--- src/rtl/mem_port_arbiter.sv ---
// Round-robin arbiter and IDLE/ACCESS/DONE sequencer for the unified memory port
// shared by the multicycle core and the loader/debug port.
module mem_port_arbiter #(
  parameter int WIDTH   = 32,
  parameter int TIMEOUT = 255
) (
  input  logic             clk,
  input  logic             reset,
  input  logic             core_req,
  input  logic             core_we,
  input  logic [WIDTH-1:0] core_addr,
  input  logic [WIDTH-1:0] core_wdata,
  output logic [WIDTH-1:0] core_rdata,
  output logic             core_ack,
  output logic             core_err,
  output logic             stall,
  input  logic             ldr_req,
  input  logic             ldr_we,
  input  logic [WIDTH-1:0] ldr_addr,
  input  logic [WIDTH-1:0] ldr_wdata,
  output logic [WIDTH-1:0] ldr_rdata,
  output logic             ldr_ack,
  output logic             ldr_err,
  output logic             mem_req,
  output logic             mem_we,
  output logic [WIDTH-1:0] mem_addr,
  output logic [WIDTH-1:0] mem_wdata,
  input  logic [WIDTH-1:0] mem_rdata,
  input  logic             mem_ready,
  output logic             busy
);

  typedef enum logic [1:0] {IDLE, ACCESS, DONE} stateType;

  localparam logic [7:0] WD_LAST = 8'(TIMEOUT - 1);

  stateType         stateReg, stateNext;
  logic             winnerReg, winnerNext;       // 1 = loader, 0 = core
  logic             lastGrantReg, lastGrantNext;
  logic             errReg, errNext;
  logic [7:0]       wdReg, wdNext;
  logic             weReg, weNext;
  logic [WIDTH-1:0] addrReg, addrNext;
  logic [WIDTH-1:0] wdataReg, wdataNext;
  logic [WIDTH-1:0] coreRdataReg, coreRdataNext;
  logic [WIDTH-1:0] ldrRdataReg, ldrRdataNext;
  logic             grantLdr;

  always_ff @(posedge clk or negedge reset) begin
    if (!reset) begin
      stateReg     <= IDLE;
      winnerReg    <= 1'b0;
      lastGrantReg <= 1'b1;
      errReg       <= 1'b0;
      wdReg        <= '0;
      weReg        <= 1'b0;
      addrReg      <= '0;
      wdataReg     <= '0;
      coreRdataReg <= '0;
      ldrRdataReg  <= '0;
    end else begin
      stateReg     <= stateNext;
      winnerReg    <= winnerNext;
      lastGrantReg <= lastGrantNext;
      errReg       <= errNext;
      wdReg        <= wdNext;
      weReg        <= weNext;
      addrReg      <= addrNext;
      wdataReg     <= wdataNext;
      coreRdataReg <= coreRdataNext;
      ldrRdataReg  <= ldrRdataNext;
    end
  end

  always_comb begin
    stateNext     = stateReg;
    winnerNext    = winnerReg;
    lastGrantNext = lastGrantReg;
    errNext       = errReg;
    wdNext        = wdReg;
    weNext        = weReg;
    addrNext      = addrReg;
    wdataNext     = wdataReg;
    coreRdataNext = coreRdataReg;
    ldrRdataNext  = ldrRdataReg;
    // On a tie the loader wins only if the core was served last.
    grantLdr      = ldr_req & (~core_req | ~lastGrantReg);

    case (stateReg)
      IDLE: begin
        if (core_req || ldr_req) begin
          winnerNext = grantLdr;
          weNext     = grantLdr ? ldr_we    : core_we;
          addrNext   = grantLdr ? ldr_addr  : core_addr;
          wdataNext  = grantLdr ? ldr_wdata : core_wdata;
          wdNext     = '0;
          errNext    = 1'b0;
          stateNext  = ACCESS;
        end
      end
      ACCESS: begin
        if (mem_ready) begin
          if (!weReg) begin
            if (winnerReg) ldrRdataNext  = mem_rdata;
            else           coreRdataNext = mem_rdata;
          end
          errNext   = 1'b0;
          stateNext = DONE;
        end else if (wdReg == WD_LAST) begin
          // Hung access: a timed-out read returns zero, a write leaves rdata alone.
          if (!weReg) begin
            if (winnerReg) ldrRdataNext  = '0;
            else           coreRdataNext = '0;
          end
          errNext   = 1'b1;
          stateNext = DONE;
        end else begin
          wdNext = wdReg + 8'd1;
        end
      end
      DONE: begin
        lastGrantNext = winnerReg;
        stateNext     = IDLE;
      end
      default: stateNext = IDLE;
    endcase
  end

  assign mem_req    = (stateReg == ACCESS);
  assign mem_we     = weReg & mem_req;
  assign mem_addr   = addrReg;
  assign mem_wdata  = wdataReg;
  assign busy       = (stateReg != IDLE);
  assign core_ack   = (stateReg == DONE) & ~winnerReg;
  assign ldr_ack    = (stateReg == DONE) &  winnerReg;
  assign core_err   = core_ack & errReg;
  assign ldr_err    = ldr_ack & errReg;
  assign core_rdata = coreRdataReg;
  assign ldr_rdata  = ldrRdataReg;
  assign stall      = core_req & ~core_ack;

endmodule

--- config.mk ---
export PLATFORM = sky130hd
export DESIGN_NAME = mem_port_arbiter
export DESIGN_NICKNAME = d
export VERILOG_FILES = /design/src/rtl/mem_port_arbiter.sv
export SDC_FILE = /design/constraint.sdc
export NUM_CORES = 1
export LEC_CHECK = 0
export ABC_AREA = 0
export CAP_MARGIN = 20
export CORE_AREA = 2 2 134 136
export DETAILED_ROUTE_END_ITERATION = 6
export DIE_AREA = 0 0 136 138
export GPL_ROUTABILITY_DRIVEN = 0
export PLACE_DENSITY = 0.76
export SYNTH_ARGS = -nofsm -noshare
export SYNTH_HDL_FRONTEND = slang
export SYNTH_SLANG_ARGS = --single-unit
--- constraint.sdc ---
create_clock -name clk -period 2.1 [get_ports clk]
set_input_delay 0.315 -clock clk [delete_from_list [all_inputs] [get_ports clk]]
set_output_delay 0.315 -clock clk [all_outputs]
set_load 0.005 [all_outputs]
[Word level (Yosys, flattened, before mapping)]
Cells that the tools add are included.
Word-level totals
  register bits: 142
  logic and storage cells: 69
  output and inout port bits: 136
  bits of input ports: 167
Cells by class
  muxes and demuxes: 27
  bitwise gates (word level): 13
  reduce and logical (&&, ||, !) cells: 11
  equal/unequal tests: 7
  add/subtract/negate cells: 1
Operators by type and width (number)
  $mux W32: 14
  $mux W8: 3
  $pmux W8 S2: 1
  $reduce_and A4 Y1: 3
  $add A8 B1 Y8 const B: 1
  $eq A8 B8 Y1 const B: 1
  $and A1 B1 Y1: 7
  $mux W2: 3
  $ne A2 B2 Y1 const B: 3
  $reduce_bool A2 Y1: 3
  $not A1 Y1: 5
  $mux W1: 4
  $pmux W2 S2: 1
  $reduce_and A2 Y1: 2
  $ne A3 B1 Y1 const B: 1
  $reduce_and A3 Y1: 1
  $eq A2 B1 Y1 const B: 1
  $eq A2 B2 Y1 const B: 1
  $logic_not A2 Y1: 1
  $pmux W1 S2: 1
  $logic_or A1 B1 Y1: 1
  $or A1 B1 Y1: 1

[Logic depth before layout (Yosys ltp)]
  depth in word-level cells: 4
  depth in mapped cells: 7
  depth with buffers taken out: 7

[Worst setup path before layout]
Ideal clock, no wire load.
  kind: register to register
  start: register wdReg[0]
  end: register wdReg[6]
  arrival time: 1.536 ns
  slack: 0.438 ns
  data required time: 1.974 ns
  period minus slack after synthesis: 1.662 ns
  buffers on the path: 0
  library setup time: 0.126 ns
  cell stages (with the launch flop): 7
  path through: dfrtp_1 -> inv_1 -> ha_1 -> and3_1 -> a211oi_4 -> nor2_1 -> a221o_1
On the way
  word-level cells in the longest chain between the ends: 4
  elaborated cells on any way between the ends: 7
  classes of those cells: add/sub (1); eq/ne (2); mux (3); reduce/logical (1)
Ends and longest elaborated chain
  start, declared: RTL line 41  | logic [7:0] wdReg, wdNext;
  start signal, assigned: RTL line 66  | wdReg <= wdNext;
  $add A8 B1 Y8: RTL line 118  | wdNext = wdReg + 8'd1;
  $mux W8: RTL line 109  | end else if (wdReg == WD_LAST) begin
  $mux W8: RTL line 102  | if (mem_ready) begin
  $pmux W8 S2: RTL line 89  | case (stateReg)
Parallel ways exist; a longest one is shown, timed or not. The select of a mux whose other input is x is not followed.
A chain may end at the register's enable or synchronous reset.

[Worst setup path after layout]
  start: register stateReg[0]
  end: output port busy
On the way
  word-level cells in the longest chain between the ends: 1
Ends and longest elaborated chain
  start, declared: RTL line 37  | stateType stateReg, stateNext;
  start signal, assigned: RTL line 62  | stateReg <= stateNext;
  $reduce_bool A2 Y1: RTL line 133  | assign busy = (stateReg != IDLE);
  end, declared: RTL line 30  | output logic busy
No other way between the ends.

==> impl_metrics.toml <==
[synth]
synthesis.area_mm2 = 0.00610
synthesis.area_per_instance_um2 = 12.1
synth.distinct_cells = 41
ys_warn_count = 0
synth_cells = 506
syn-num-nets = 675
ys_ff_latch = 142
synth_enable_flop_cells = 0
asyncSetResetFlopFracSynth_pct = 100
synth-seq-area-share_pct = 58.2
synth_top_flop_cell = "dfrtp_1"

[run_status]
outcome = "completed"

[sta]
setup-violations-final = 0
worst_hold_slack_ns = 0.253
slew_headroom_pct = 55.4
max_slew.worst_pin.slew_ns = 0.669
maxClockFrequency_mhz = 493
finClkSkew_ns = 0.00866
layout_worst_path_cycle_share_pct = 96.6
fin_tns_setup_ns = 0
maxSlewViolCount = 0
min_period_ns = 2.03
hold_viol = 0
grt_setup_unrepaired = "no"

[global_routing]
globalRoute.busiestLayer = "met2"
global_route_met2_utilization_pct = 33.0
leftover_overflow_at_the_end_of_global_routing = 0
via_count_of_the_first_global_routing_pass = 5373
pin_count_of_the_biggest_net_entering_global_routing = 65
global_route.usage.met1_pct = 24.0
global_route.usage.met3_pct = 6.05
grt_pass1_wl_um = 28900
gr-usage-all-layers_pct = 19.9
grt_antenna_before_repair = 0

[critical_path]
critical_path_arrival_ns = 1.71
kind_of_start_point_of_the_critical_path = "flip-flop"
cp_slowest_stage_delay_ns = 0.49
critPathSlowestCell = "clkdlybuf4s50_1"
critical_path.endpoint_type = "primary output"
critical_path.max_fanout = 3
required_ns = 1.78
setup.worst_path.class = "flip-flop to primary output"
path_cells = "buf_4 > or2_4 > clkdlybuf4s50_1"

[drt]
drtPass1Iterations = 4
total_wire_length_um = 18400
via_count = 5316
antenna_violating_nets_post_route = 0
vias_per_cell = 5.06
drt_iter0_drc = 233
drt-wirelength-per-cell_um = 17.5
post_detailed_route_drc_marker_count = 0

[cts]
cts_made_buffers = 17
worst_setup_hold_path_clk_slew_ns = 0.06
cts.root.buffer_cell = "clkbuf_16"
clock_sink_count = 142
cts_tree = "built"
cts_htree_levels = 4
clock_tree.buffer_depth = 2
clkLatencyLatePin_ns = 0.42

[place]
hpwlAfterDp_um = 13600
number_of_port_buffers = 302

[die]
chipHeight_um = 138
floorplan.die.width_um = 136
floorplan.core_area_mm2 = 0.0175
floorplan.die_area_mm2 = 0.0188
floorplan_row_count = 49
num_io_pins = 303
initial_utilization_pct = 34.8

[power]
power.leakage_uw = 0.00439
cellPowerDensity_mw_per_mm2 = 1350
max-vdd-ir-drop_mv = 0.608

[run]
cap_violations = 0

[layout]
filler_cell_count = 1535
syn_to_final_growth_pct = 65.8
drive_above_1_share_pct = 9.25
finalNetCount = 978
n_antenna_cell = 0

[min_path]
hold_class = "input pin to flip-flop"
==> cell usage in the layout (no fill, tap or decap), types with 3 or more instances in the layout <==
| master | n |
|---|---|
| dlymetal6s2s_1 | 3 |
| dfrtp_1 | 141 |
| and2_1 | 5 |
| a21o_1 | 4 |
| nand3_1 | 3 |
| nand2_1 | 71 |
| and3_1 | 3 |
| mux2i_1 | 66 |
| buf_4 | 17 |
| o21ai_2 | 4 |
| inv_6 | 5 |
| bufinv_16 | 3 |
| o21ai_1 | 61 |
| a32o_1 | 64 |
| inv_1 | 3 |
| clkdlybuf4s50_1 | 297 |
| clkbuf_16 | 17 |
| buf_12 | 7 |
| nor2_1 | 3 |
==> report_power, final <==
group / switching [uW] / internal [uW] / total [uW]
Sequential: 691 / 3980 / 4670
Combinational: 2330 / 3500 / 5840
Clock: 1230 / 1960 / 3190
==> cells by family (layout without fill, tap and decap cells) <==
group	Yosys count	after routing	synth area share (%)
AOI/OAI and AO/OA	149	149	18.6
adders and majority gates	2	2	0.410
buffers and inverters	47	363	4.35
DFF	142	142	58.2
muxes	66	66	10.8
and+or+nand+nor	100	100	7.56
==> flip-flops by register name, summed over array words and instances, names as in the netlist <==
name,count
lastGrantReg,1
winnerReg,1
mem_addr,32
ldr_rdata,32
mem_wdata,32
errReg,1
stateReg,2
wdReg,8
core_rdata,32
weReg,1
==> routing by layer <==
metal,wire length (um),vias up
met5,0,-
met4,427,0
met3,1650,26
met2,9080,243
met1,7290,2545
li1,-,2502
==> cells in the mapped netlist, types with 2 or more instances <==
library cell,n,area [um^2]
dfrtp_1,141,3530
nand2_1,71,267
mux2i_1,66,661
a32o_1,64,641
o21ai_1,61,305
clkbuf_1,19,71.3
buf_2,14,70.1
buf_6,9,101
and2_1,5,31.3
nor2_1,5,18.8
a21o_1,4,30.0
inv_1,4,15.0
o21ai_2,4,35.0
and3_1,3,18.8
nand3_1,3,15.0
a21oi_1,2,10.0
a22o_1,2,17.5
ha_1,2,25.0
nor3_2,2,20.0
nor4_1,2,12.5
o21ai_0,2,10.0
o22ai_1,2,12.5
==> area by class of cell <==
cell class / instances / area [um^2] / area share, %
Clock inverter: 13 / 178 / 1.76
Sequential cell: 142 / 3550 / 35.1
Clock buffer: 19 / 453 / 4.47
Inverter: 4 / 17.5 / 0.173
Timing Repair Buffer: 327 / 3300 / 32.6
Tap cell: 229 / 287 / 2.83
Multi-Input combinational cell: 317 / 2330 / 23.0
==> worst paths after layout <==
| path | slack (ns) | startpoint | endpoint | cells past startpoint |
|---|---|---|---|---|
| worst max-delay path | 0.07 | stateReg[0] | busy | 3 |
| worst min-delay path | 0.25 | mem_ready | errReg | 2 |
| worst max register to register | 0.28 | wdReg[0] | wdReg[6] | 6 |
| worst min register to register | 0.48 | mem_wdata[19] | mem_wdata[19] | 2 |
| max in group asynchronous | 1.02 | reset | lastGrantReg | 3 |
| min in group asynchronous | 0.40 | reset | core_rdata[29] | 2 |
==> worst max-delay path: cells and delay by family, from the launching register on <==
| family | cells | cell delay (ns) |
|---|---|---|
| AND/OR/NAND/NOR | 1 | 0.27 |
| flip-flops | 1 | 0.39 |
| buffers and inverters | 2 | 0.64 |
==> repair_timing <==
item | 4_1_cts | 5_1_grt
resized for setup | 3 | 6
endpoints found under the hold margin | 47 | 0
hold buffers | 1 | 0
pin swaps | 0 | 1
setup endpoints to repair | 7 | 5
setup buffers | 3 | 0
==> stage by stage <==
stage	utilization, %	setup slack [ns]	power (uW)	cell area [um^2]	std cells
2_1_floorplan	-	0.438	7020	6100	506
3_3_place_gp	53.8	0.154	10400	9430	1015
3_5_place_dp	53.8	0.122	10600	9430	1015
4_1_cts	57.6	0.000558	13900	10100	1051
5_1_grt	57.7	0.00976	14600	10100	1051
6_report	57.7	0.0708	13700	10100	1051
Note: power is estimated with default switching activity, not from simulation.
